<file path="config.mk">
export PLATFORM = sky130hd
export DESIGN_NAME = fir_sequencer
export DESIGN_NICKNAME = d
export VERILOG_FILES = /design/src/rtl/fir_sequencer.sv
export SDC_FILE = /design/constraint.sdc
export NUM_CORES = 1
export LEC_CHECK = 0
export CAP_MARGIN = 20
export CORE_AREA = 2 2 39 41
export CTS_CLUSTER_SIZE = 28
export DETAILED_ROUTE_END_ITERATION = 8
export DIE_AREA = 0 0 41 43
export PLACE_DENSITY = 0.67
export RECOVER_POWER = 100
export SYNTH_ARGS = -nofsm -noshare
export SYNTH_HDL_FRONTEND = slang
export SYNTH_SLANG_ARGS = --single-unit
</file>
<file path="constraint.sdc">
create_clock -name clk -period 2.95 [get_ports clk]
set_input_delay 0.59 -clock clk [delete_from_list [all_inputs] [get_ports clk]]
set_output_delay 0.59 -clock clk [all_outputs]
set_load 0.01 [all_outputs]
</file>
<file path="src/rtl/fir_sequencer.sv">
// Control sequencer for a multiply-accumulate FIR datapath.
// Each accepted sample walks LOAD -> CLR -> MAC (NTAPS cycles) -> STORE -> SHIFT
// and returns to IDLE. Strobes, sel and busy are decoded from state and tap count
// only, so an asynchronous reset clears them immediately.
module fir_sequencer #(
    parameter int NTAPS = 10,
    parameter int SEL_W = 4
) (
    input  logic             clk,
    input  logic             rst,
    input  logic             sample_vld,
    input  logic             y_ack,
    input  logic             clr_ovr,
    output logic             leer,
    output logic             rst_acum,
    output logic             en_acum,
    output logic [SEL_W-1:0] sel,
    output logic             leer_y,
    output logic             desp,
    output logic             y_valid,
    output logic             busy,
    output logic             overrun
);

    typedef enum logic [2:0] {IDLE, LOAD, CLR, MAC, STORE, SHIFT} state_t;

    localparam logic [SEL_W-1:0] LAST_TAP = SEL_W'(NTAPS - 1);

    state_t           state, state_nxt;
    logic [SEL_W-1:0] cnt, cnt_nxt;
    logic             accept, drop;

    // A sample is taken only in IDLE and only when the previous result is gone
    // (or being acknowledged this very cycle); anything else is dropped.
    assign accept = (state == IDLE) && sample_vld && (!y_valid || y_ack);
    assign drop   = sample_vld && !accept;

    // State and tap-count registers.
    always_ff @(posedge clk or negedge rst) begin
        if (!rst) begin
            state <= IDLE;
            cnt   <= '0;
        end else begin
            state <= state_nxt;
            cnt   <= cnt_nxt;
        end
    end

    // Next-state logic and strobe decode.
    always_comb begin
        state_nxt = state;
        cnt_nxt   = cnt;
        leer      = 1'b0;
        rst_acum  = 1'b0;
        en_acum   = 1'b0;
        sel       = '0;
        leer_y    = 1'b0;
        desp      = 1'b0;
        busy      = 1'b1;
        case (state)
            IDLE: begin
                busy    = 1'b0;
                cnt_nxt = '0;
                if (accept) state_nxt = LOAD;
            end
            LOAD: begin
                leer      = 1'b1;
                state_nxt = CLR;
            end
            CLR: begin
                rst_acum  = 1'b1;
                cnt_nxt   = '0;
                state_nxt = MAC;
            end
            MAC: begin
                en_acum = 1'b1;
                sel     = cnt;
                if (cnt == LAST_TAP) begin
                    cnt_nxt   = '0;
                    state_nxt = STORE;
                end else begin
                    cnt_nxt = cnt + 1'b1;
                end
            end
            STORE: begin
                leer_y    = 1'b1;
                state_nxt = SHIFT;
            end
            SHIFT: begin
                desp      = 1'b1;
                state_nxt = IDLE;
            end
            default: begin
                state_nxt = IDLE;
                cnt_nxt   = '0;
            end
        endcase
    end

    // Output-valid flag: a fresh result from STORE wins over a same-cycle ack.
    always_ff @(posedge clk or negedge rst) begin
        if (!rst)                 y_valid <= 1'b0;
        else if (state == STORE)  y_valid <= 1'b1;
        else if (y_ack && y_valid) y_valid <= 1'b0;
    end

    // Sticky overrun flag: a drop in the same cycle as a clear keeps it set.
    always_ff @(posedge clk or negedge rst) begin
        if (!rst)         overrun <= 1'b0;
        else if (drop)    overrun <= 1'b1;
        else if (clr_ovr) overrun <= 1'b0;
    end

endmodule

</file>
Yosys cells after proc, flatten, opt, wreduce, memory -nomap -nowiden
Cells that the tools add are included.
{"block": "classes", "add_sub_neg": 1, "multipliers": 0, "div": 0, "order_cmp": 0, "eq_ne": 8, "shift": 0, "n_mux": 16, "bitwise_logic": 0, "n_reduce_logical": 12}
{"cell": "case mux 3 bit (5 select lines)", "n": 1}
{"cell": "2-to-1 mux 1 bit", "n": 10}
{"cell": "2-to-1 mux 4 bit", "n": 2}
{"cell": "case mux 4 bit (2 select lines)", "n": 1}
{"cell": "equality test 3 x 2 -> 1 bit (second input constant)", "n": 2}
{"cell": "equality test 3 bit (second input constant)", "n": 2}
{"cell": "2-to-1 mux 3 bit", "n": 2}
{"cell": "adder 4 x 1 -> 4 bit (second input constant)", "n": 1}
{"cell": "equality test 4 bit (second input constant)", "n": 1}
{"cell": "logical AND 1 bit", "n": 4}
{"cell": "inequality test 2 bit (second input constant)", "n": 2}
{"cell": "nonzero test 2 bit", "n": 2}
{"cell": "equality test 3 x 1 -> 1 bit (second input constant)", "n": 1}
{"cell": "zero test 3 bit", "n": 1}
{"cell": "OR reduction 3 bit", "n": 1}
{"cell": "zero test 1 bit", "n": 2}
{"cell": "AND reduction 2 bit", "n": 1}
{"cell": "logical OR 1 bit", "n": 1}
{"block": "totals", "reg_bits": 9, "latch_bits": 0, "ramBits": 0, "romBits": 0, "input_bits": 5, "out_inout_bits": 12, "word_cells": 41, "mem_count": 0}

Depth between registers and ports, before layout
Gate-level depths: netlist (run 1).
{"block": "depth", "ltp_word": 6, "ltp_mapped": 5, "ltp_nobuf": 5}

Least setup slack after synthesis (run 1)
No wires, ideal clock.
{"block": "synth_path", "path_kind": "register -> output", "start": "reg state[2]", "end": "out sel[0]", "t_arrival_ns": 1.055, "required_time_ns": 2.360, "slack_ns": 1.305, "path_stages_with_launch": 5, "path_buffers": 1, "path_cell_list": "dfrtp_1 -> buf_6 -> nand3b_1 -> inv_1 -> and2_1"}
{"block": "synth_between", "elab_chain_len": 2}
{"element": "start, declared", "line": "29", "source": "state_t state, state_nxt;"}
{"element": "start signal, assigned", "line": "44", "source": "state <= state_nxt;"}
{"element": "equality test 3 x 2 -> 1 bit", "line": "60", "source": "case (state)"}
{"element": "2-to-1 mux 4 bit", "line": "60"}
{"element": "end, declared", "line": "17", "source": "output logic [SEL_W-1:0] sel,"}
No other way between the ends.

Worst setup path in the final report (run 1)
{"block": "layout_path", "start": "reg state[2]", "end": "out sel[2]"}
Same word-level chain as after synthesis.

==> run_summary.xml, run 1 <==
<?xml version="1.0" encoding="UTF-8"?>
<metrics>
  <group name="synth">
    <metric name="ys_async_sr_fraction" unit="%">100.0</metric>
    <metric name="post_synth_most_frequent_cells" unit="">9 x sky130_fd_sc_hd__dfrtp_1, 6 x sky130_fd_sc_hd__nand2_1, 4 x sky130_fd_sc_hd__inv_1</metric>
    <metric name="synth_fp_nets" unit="">61</metric>
    <metric name="syn_avg_cell_area" unit="um2">9.685</metric>
    <metric name="synth.most_common_cell" unit="">sky130_fd_sc_hd__dfrtp_1</metric>
    <metric name="synth_top_family_by_area" unit="">simple AND/OR/NAND/NOR gates</metric>
    <metric name="synth-xor-area-share" unit="%">1.675</metric>
    <metric name="synth_instances" unit="">54</metric>
    <metric name="synth_sequential_area_ratio" unit="%">43.06</metric>
    <metric name="synth_simple_gate_area_share" unit="%">24.40</metric>
    <metric name="synth-seq-cells" unit="">9</metric>
    <metric name="synth_cell_type_count" unit="">26</metric>
    <metric name="post-synth-top-area-cell" unit="">sky130_fd_sc_hd__dfrtp_1</metric>
    <metric name="yosys.area_share.adder" unit="%">4.785</metric>
    <metric name="ys_top_cells_by_area" unit="">sky130_fd_sc_hd__dfrtp_1 43%, sky130_fd_sc_hd__ha_1 4.8%, sky130_fd_sc_hd__buf_6 4.3%, sky130_fd_sc_hd__nand2_1 4.3%, sky130_fd_sc_hd__and2_1 3.6%</metric>
    <metric name="synth_enable_flop_cells" unit="">0</metric>
    <metric name="ys.warnings.count" unit="">0</metric>
    <metric name="synth-compound-area-share" unit="%">17.94</metric>
    <metric name="post_synth_mux_area_share" unit="%">0</metric>
    <metric name="synth_largest_type_area_fraction" unit="%">43.06</metric>
    <metric name="synthesis.area" unit="um2">523.0</metric>
    <metric name="synth_flop_cell" unit="">sky130_fd_sc_hd__dfrtp_1</metric>
  </group>
  <group name="clock_tree">
    <metric name="tritoncts" unit="">yes</metric>
    <metric name="holdBufCountCts" unit="">0</metric>
    <metric name="worst_setup_hold_path_clk_slew" unit="ns">0.06</metric>
    <metric name="insertion_delay" unit="ns">0.26</metric>
    <metric name="clock_path_buffers" unit="">2</metric>
    <metric name="ctsRootBufferMaster" unit="">sky130_fd_sc_hd__clkbuf_4</metric>
    <metric name="cts-buffers-inserted" unit="">3</metric>
    <metric name="clock_sink_count" unit="">9</metric>
    <metric name="ctsHtreeMaxLevel" unit="">1</metric>
    <metric name="cts_repair_resize_count" unit="">0</metric>
    <metric name="post-cts-setup-buffers" unit="">0</metric>
  </group>
  <group name="routing">
    <metric name="drt-initial-drc-count" unit="">1</metric>
    <metric name="final_antenna_net_count" unit="">0</metric>
    <metric name="via_count" unit="">433</metric>
    <metric name="route.detailed.drc" unit="">0</metric>
    <metric name="routed_via_density" unit="">4.977</metric>
    <metric name="drt-total-wl" unit="mm">1.053</metric>
    <metric name="detailedRoute.firstPassIterationCount" unit="">2</metric>
    <metric name="post_drt_wl_per_cell" unit="um">12.10</metric>
  </group>
  <group name="critical_path">
    <metric name="r2r_slack" unit="ns">1.42</metric>
    <metric name="timing.setup.critical_path_class" unit="">flop to primary output</metric>
    <metric name="critical_path.max_fanout" unit="">9</metric>
    <metric name="worst-endpoint-required" unit="ns">2.36</metric>
    <metric name="endpoint_kind" unit="">primary output</metric>
    <metric name="cp_data_arrival_time" unit="ns">1.91</metric>
    <metric name="ff2ff_path_depth" unit="">5</metric>
    <metric name="regToRegStartpoint" unit="">cnt[1]$_DFFE_PN0N_</metric>
    <metric name="worst_setup_path_start_kind" unit="">flop</metric>
    <metric name="r2r_end" unit="">state[2]$_DFFE_PN0P_</metric>
  </group>
  <group name="timing">
    <metric name="fin_hold_ws" unit="ns">0.5111</metric>
    <metric name="post-route-period-util" unit="%">84.73</metric>
    <metric name="setup-tns-final" unit="ns">0</metric>
    <metric name="final-setup-viol-count" unit="">0</metric>
    <metric name="rsz0062_at_grt" unit="">false</metric>
    <metric name="clock-skew-final" unit="ns">0.003436</metric>
    <metric name="maxSlewViolCount" unit="">0</metric>
    <metric name="maxClockFrequency" unit="MHz">400.1</metric>
    <metric name="finalWorstPathRequiredPeriod" unit="ns">2.499</metric>
    <metric name="slew_headroom" unit="%">58.36</metric>
    <metric name="hold_viol" unit="">0</metric>
    <metric name="worst_slew_pin_slew" unit="ns">0.6181</metric>
  </group>
  <group name="grt">
    <metric name="overflow" unit="">0</metric>
    <metric name="grt_pass1_wl" unit="mm">1.662</metric>
    <metric name="grt_start_max_net_pins" unit="">10</metric>
    <metric name="grt_antenna_before_repair" unit="">0</metric>
    <metric name="grt_util_all_layers" unit="%">14.27</metric>
    <metric name="grt_pass1_vias" unit="">398</metric>
  </group>
  <group name="run">
    <metric name="maximum_capacitance_violations" unit="">0</metric>
  </group>
  <group name="pwr">
    <metric name="p_per_area" unit="mW/mm2">856.0</metric>
    <metric name="p_leak" unit="nW">0.3376</metric>
    <metric name="ir_worst_vdd" unit="mV">0.4077</metric>
  </group>
  <group name="status">
    <metric name="status" unit="">completed</metric>
  </group>
  <group name="floorplan">
    <metric name="row_count" unit="">14</metric>
    <metric name="die_extent_in_y" unit="um">43</metric>
    <metric name="start_util" unit="%">37.79</metric>
    <metric name="io_pins" unit="">17</metric>
    <metric name="die-width" unit="um">41</metric>
    <metric name="design.die.area" unit="mm2">0.001763</metric>
    <metric name="core-area" unit="mm2">0.001384</metric>
  </group>
  <group name="final_layout">
    <metric name="syn_to_final_growth" unit="%">33.49</metric>
    <metric name="drive_gt1_share" unit="%">9.859</metric>
    <metric name="finish.instance_area" unit="um2">698.2</metric>
    <metric name="num-nets-final" unit="">79</metric>
    <metric name="diodes" unit="">0</metric>
  </group>
  <group name="place">
    <metric name="port-buffer-count" unit="">16</metric>
    <metric name="hpwl" unit="um">775.3</metric>
    <metric name="placed_cell_area" unit="um2">675.6</metric>
    <metric name="gpl.final_weighted_congestion" unit="">0.7035</metric>
  </group>
  <group name="hold_path">
    <metric name="worstHoldEndpoint" unit="">overrun$_DFFE_PN0P_</metric>
    <metric name="hold_start" unit="">overrun$_DFFE_PN0P_</metric>
    <metric name="min_path_type" unit="">flop to flop</metric>
    <metric name="worst_hold_depth" unit="">1</metric>
  </group>
</metrics>
## report_power, final
part / internal [mW] / switching (mW)
combinational: 0.148 / 0.126
clock: 0.0523 / 0.0454
sequential: 0.165 / 0.0618
total: 0.365 / 0.233
## metal layers
layer	GRT usage, %	routed length [um]	vias to the layer above
met3	3.665	101	3
met5	0	0	-
li1	-	-	217
met2	20.94	436	18
met4	8.000	21	0
met1	18.24	493	195
## metrics by stage
| step | worst slack (ns) | utilization (%) | instances | power (mW) |
|---|---|---|---|---|
| 2_1_floorplan | 1.305 | - | 54 | 0.4219 |
| 3_3_place_gp | 0.8104 | 48.82 | 83 | 0.5220 |
| 3_5_place_dp | 0.7799 | 48.82 | 83 | 0.5270 |
| 4_1_cts | 0.4761 | 50.72 | 87 | 0.6267 |
| 5_1_grt | 0.3150 | 50.45 | 87 | 0.6533 |
| 6_report | 0.4505 | 50.45 | 87 | 0.5976 |
## critical path, stage by stage (launching register included)
cell and delay, ns:
sky130_fd_sc_hd__dfrtp_1 0.45, sky130_fd_sc_hd__nand3b_1 0.26, sky130_fd_sc_hd__inv_1 0.18, sky130_fd_sc_hd__and2_1 0.15, sky130_fd_sc_hd__dlygate4sd3_1 0.60
## logic make-up (layout without fill, tap and decap cells)
| kind of cell | count (synthesis) | in the layout |
|---|---|---|
| simple gates | 22 | 22 |
| compound gates | 13 | 13 |
| flops | 9 | 9 |
| buf+inv | 7 | 24 |
| fa+ha+maj | 2 | 2 |
| xor+xnor | 1 | 1 |
## worst max path at each step
stage	startpoint	endpoint	slack, ns	depth (start not counted)
global route	state[2]$_DFFE_PN0P_	sel[0]	0.31	4
detailed placement	state[2]$_DFFE_PN0P_	sel[2]	0.78	4
CTS	state[2]$_DFFE_PN0P_	sel[2]	0.48	4
finish	state[2]$_DFFE_PN0P_	sel[2]	0.45	4
floorplan	state[2]$_DFFE_PN0P_	sel[0]	1.30	4
global placement	state[2]$_DFFE_PN0P_	sel[0]	0.81	4
## sequential cells by signal, indices dropped and copies added (netlist names)
name,cells
state,3
overrun,1
cnt,4
y_valid,1
## layout by cell type (no fill, tap or decap), drive strengths merged, types with 3 or more instances in the layout
master | netlist | final
o21ai | 4 | 4
dfrtp | 9 | 9
nand2b | 3 | 3
nand2 | 6 | 6
inv | 4 | 4
clkbuf | 0 | 4
and2 | 3 | 3
dlygate4sd3 | 0 | 14
## area by class of cell
cell class	count	area, um2
multi-input cells	38	251.5
flip-flops and latches	9	225.2
well taps	16	20.02
fillers	139	685.7
repair buffers	16	160.2
inverters	4	15.01
clock buffers	4	26.28
Power figures use the tool's default switching activity.
==> run 2, diff against run 1 <==
Settings changed: CORE_AREA 2 2 39 41 to not set, CORE_MARGIN set to 2, CORE_UTILIZATION set to 38, DIE_AREA 0 0 41 43 to not set, PLACE_DENSITY 0.67 to 0.68.
Clock period 2.95 ns to 2.15 ns, I/O delays scaled along.
==> run_summary.xml, run 2 (same netlist as run 1, synthesis figures left out) <==
<?xml version="1.0" encoding="UTF-8"?>
<metrics>
  <group name="critical_path">
    <metric name="slowest_delay" unit="ns">0.54</metric>
    <metric name="r2r_end" unit="">state[1]$_DFFE_PN0P_</metric>
    <metric name="ff2ff_path_depth" unit="">5</metric>
    <metric name="crit_path_cell_trace" unit="">nand3b_1 &gt; clkbuf_4 &gt; nor2_1 &gt; clkdlybuf4s50_1</metric>
    <metric name="timing.setup.critical_path_class" unit="">flop to primary output</metric>
    <metric name="regToRegStartpoint" unit="">cnt[1]$_DFFE_PN0N_</metric>
    <metric name="r2r_slack" unit="ns">0.64</metric>
    <metric name="critical_path_buf_inv_count" unit="">2</metric>
    <metric name="worst-endpoint-required" unit="ns">1.72</metric>
    <metric name="worst_path_max_delay_cell" unit="">sky130_fd_sc_hd__clkdlybuf4s50_1</metric>
    <metric name="worst_setup_path_start_kind" unit="">flop</metric>
    <metric name="critical_path.max_fanout" unit="">3</metric>
    <metric name="endpoint_kind" unit="">primary output</metric>
    <metric name="cp_data_arrival_time" unit="ns">1.64</metric>
    <metric name="timing.critical_path.max_delay_family" unit="">buffers and inverters</metric>
  </group>
  <group name="pwr">
    <metric name="ir_worst_vdd" unit="mV">0.7998</metric>
    <metric name="p_total" unit="mW">0.8899</metric>
    <metric name="p_per_area" unit="mW/mm2">1210</metric>
    <metric name="p_leak" unit="nW">0.3406</metric>
  </group>
  <group name="clock_tree">
    <metric name="clock_sink_count" unit="">9</metric>
    <metric name="worst_setup_hold_path_clk_slew" unit="ns">0.06</metric>
    <metric name="cts-buffers-inserted" unit="">3</metric>
    <metric name="clock_path_buffers" unit="">2</metric>
    <metric name="ctsHtreeMaxLevel" unit="">1</metric>
    <metric name="holdBufCountCts" unit="">0</metric>
    <metric name="ctsRootBufferMaster" unit="">sky130_fd_sc_hd__clkbuf_4</metric>
    <metric name="insertion_delay" unit="ns">0.26</metric>
    <metric name="tritoncts" unit="">yes</metric>
  </group>
  <group name="routing">
    <metric name="via_count" unit="">440</metric>
    <metric name="final_antenna_net_count" unit="">0</metric>
    <metric name="post_drt_wl_per_cell" unit="um">11.38</metric>
    <metric name="routed_via_density" unit="">4.835</metric>
    <metric name="route.detailed.drc" unit="">0</metric>
    <metric name="drt-total-wl" unit="mm">1.036</metric>
    <metric name="drt-initial-drc-count" unit="">5</metric>
    <metric name="detailedRoute.firstPassIterationCount" unit="">4</metric>
  </group>
  <group name="hold_path">
    <metric name="min_path_type" unit="">flop to flop</metric>
    <metric name="hold_start" unit="">overrun$_DFFE_PN0P_</metric>
    <metric name="worst_hold_depth" unit="">1</metric>
    <metric name="worstHoldEndpoint" unit="">overrun$_DFFE_PN0P_</metric>
  </group>
  <group name="timing">
    <metric name="hold_viol" unit="">0</metric>
    <metric name="final-setup-viol-count" unit="">0</metric>
    <metric name="finalWorstPathRequiredPeriod" unit="ns">2.072</metric>
    <metric name="maxSlewViolCount" unit="">0</metric>
    <metric name="setup-tns-final" unit="ns">0</metric>
    <metric name="worst_slew_pin_slew" unit="ns">0.5694</metric>
    <metric name="maxClockFrequency" unit="MHz">482.6</metric>
    <metric name="rsz0062_at_grt" unit="">false</metric>
    <metric name="clock-skew-final" unit="ns">0.003477</metric>
    <metric name="post-route-period-util" unit="%">96.37</metric>
    <metric name="slew_headroom" unit="%">61.64</metric>
  </group>
  <group name="floorplan">
    <metric name="core-area" unit="mm2">0.001301</metric>
    <metric name="start_util" unit="%">40.19</metric>
    <metric name="io_pins" unit="">17</metric>
    <metric name="die-width" unit="um">41.10</metric>
    <metric name="design.die.area" unit="mm2">0.001689</metric>
    <metric name="die_extent_in_y" unit="um">41.10</metric>
    <metric name="row_count" unit="">13</metric>
  </group>
  <group name="final_layout">
    <metric name="finish.cell_count_without_fillers" unit="">91</metric>
    <metric name="layout_top_registers" unit="">cnt (4), state (3)</metric>
    <metric name="finish.instance_area" unit="um2">735.7</metric>
    <metric name="largest_register_ff_count" unit="">4</metric>
    <metric name="end_of_flow_core_utilization" unit="%">56.54</metric>
    <metric name="regMostFlops" unit="">cnt</metric>
    <metric name="num-fill-cells" unit="">132</metric>
    <metric name="mostFrequentLayoutCells" unit="">8 x sky130_fd_sc_hd__dfrtp_1, 8 x sky130_fd_sc_hd__clkdlybuf4s50_1, 7 x sky130_fd_sc_hd__dlygate4sd3_1</metric>
    <metric name="num-nets-final" unit="">84</metric>
    <metric name="diodes" unit="">0</metric>
    <metric name="multiInputGateArea" unit="um2">251.5</metric>
    <metric name="area.sequential" unit="um2">226.5</metric>
    <metric name="drive_gt1_share" unit="%">18.42</metric>
    <metric name="syn_to_final_growth" unit="%">40.67</metric>
  </group>
  <group name="grt">
    <metric name="grt_start_max_net_pins" unit="">10</metric>
    <metric name="grt_util_all_layers" unit="%">15.74</metric>
    <metric name="grt_pass1_vias" unit="">386</metric>
    <metric name="grt_antenna_before_repair" unit="">0</metric>
    <metric name="grt_pass1_wl" unit="mm">1.642</metric>
    <metric name="overflow" unit="">0</metric>
  </group>
  <group name="status">
    <metric name="status" unit="">completed</metric>
  </group>
  <group name="place">
    <metric name="hpwl" unit="um">789.2</metric>
    <metric name="dp_cells" unit="">84</metric>
    <metric name="placed_cell_area" unit="um2">689.4</metric>
    <metric name="port-buffer-count" unit="">16</metric>
    <metric name="gpl.final_weighted_congestion" unit="">0.7241</metric>
  </group>
  <group name="run">
    <metric name="maximum_capacitance_violations" unit="">0</metric>
  </group>
</metrics>
## run 2: layer usage
layer  up-vias  global-route usage (%)  part of all wire (%)
li1        228                       -                     -
met1       203                   18.51                    50
met2         9                   23.44                    47
met3         0                   8.152                   3.3
met5         -                       0                     0
met4         0                   7.258                     0
## run 2: what timing repair did
item                                   4_1_cts  5_1_grt
endpoints found under the hold margin        0        0
setup endpoints to repair                    3        4
gates cloned                                 0        0
resized for setup                            2        1
pin swaps                                    0        1
setup buffers                                0        3
## run 2: worst max-delay path by stage
stage | start | endpoint | slack [ns] | cells after the start
finish | state[2]$_DFFE_PN0P_ | sel[1] | 0.08 | 4
global route | state[1]$_DFFE_PN0P_ | sel[1] | 0.003 | 4
CTS | state[2]$_DFFE_PN0P_ | sel[3] | 0.007 | 4
detailed placement | state[1]$_DFFE_PN0P_ | sel[3] | 0.18 | 4
global placement | state[1]$_DFFE_PN0P_ | sel[3] | 0.26 | 4
floorplan | state[2]$_DFFE_PN0P_ | sel[0] | 0.66 | 4
## run 2: per-stage QoR
| step | setup slack, ns | hold slack (ns) |
|---|---|---|
| after global placement | 0.2567 | 0.4980 |
| after detailed placement | 0.1823 | 0.5050 |
| after CTS | 0.007210 | 0.4809 |
| after global routing | 0.002844 | 0.5178 |
| after floorplan | 0.6647 | 0.1344 |
| final | 0.07805 | 0.5059 |
## run 2: worst register-to-register path: stages, from the launching register on
cell and delay (ns):
sky130_fd_sc_hd__dfrtp_1 0.41, sky130_fd_sc_hd__inv_1 0.08, sky130_fd_sc_hd__ha_1 0.14, sky130_fd_sc_hd__nand2_1 0.06, sky130_fd_sc_hd__o21ai_0 0.47, sky130_fd_sc_hd__o21ai_0 0.19
## run 2: layout make-up
class	count	share of cell area (%)
sequential	9	30.78
timing repair buffer	21	26.87
inverter	4	2.041
clock buffer	4	3.571
multi-input combinational	38	34.18
tap	15	2.551
## run 2: power breakdown
group	total, mW	switching [mW]	internal (mW)
Sequential	0.286	0.0576	0.229
Combinational	0.474	0.210	0.264
Clock	0.130	0.0585	0.0715
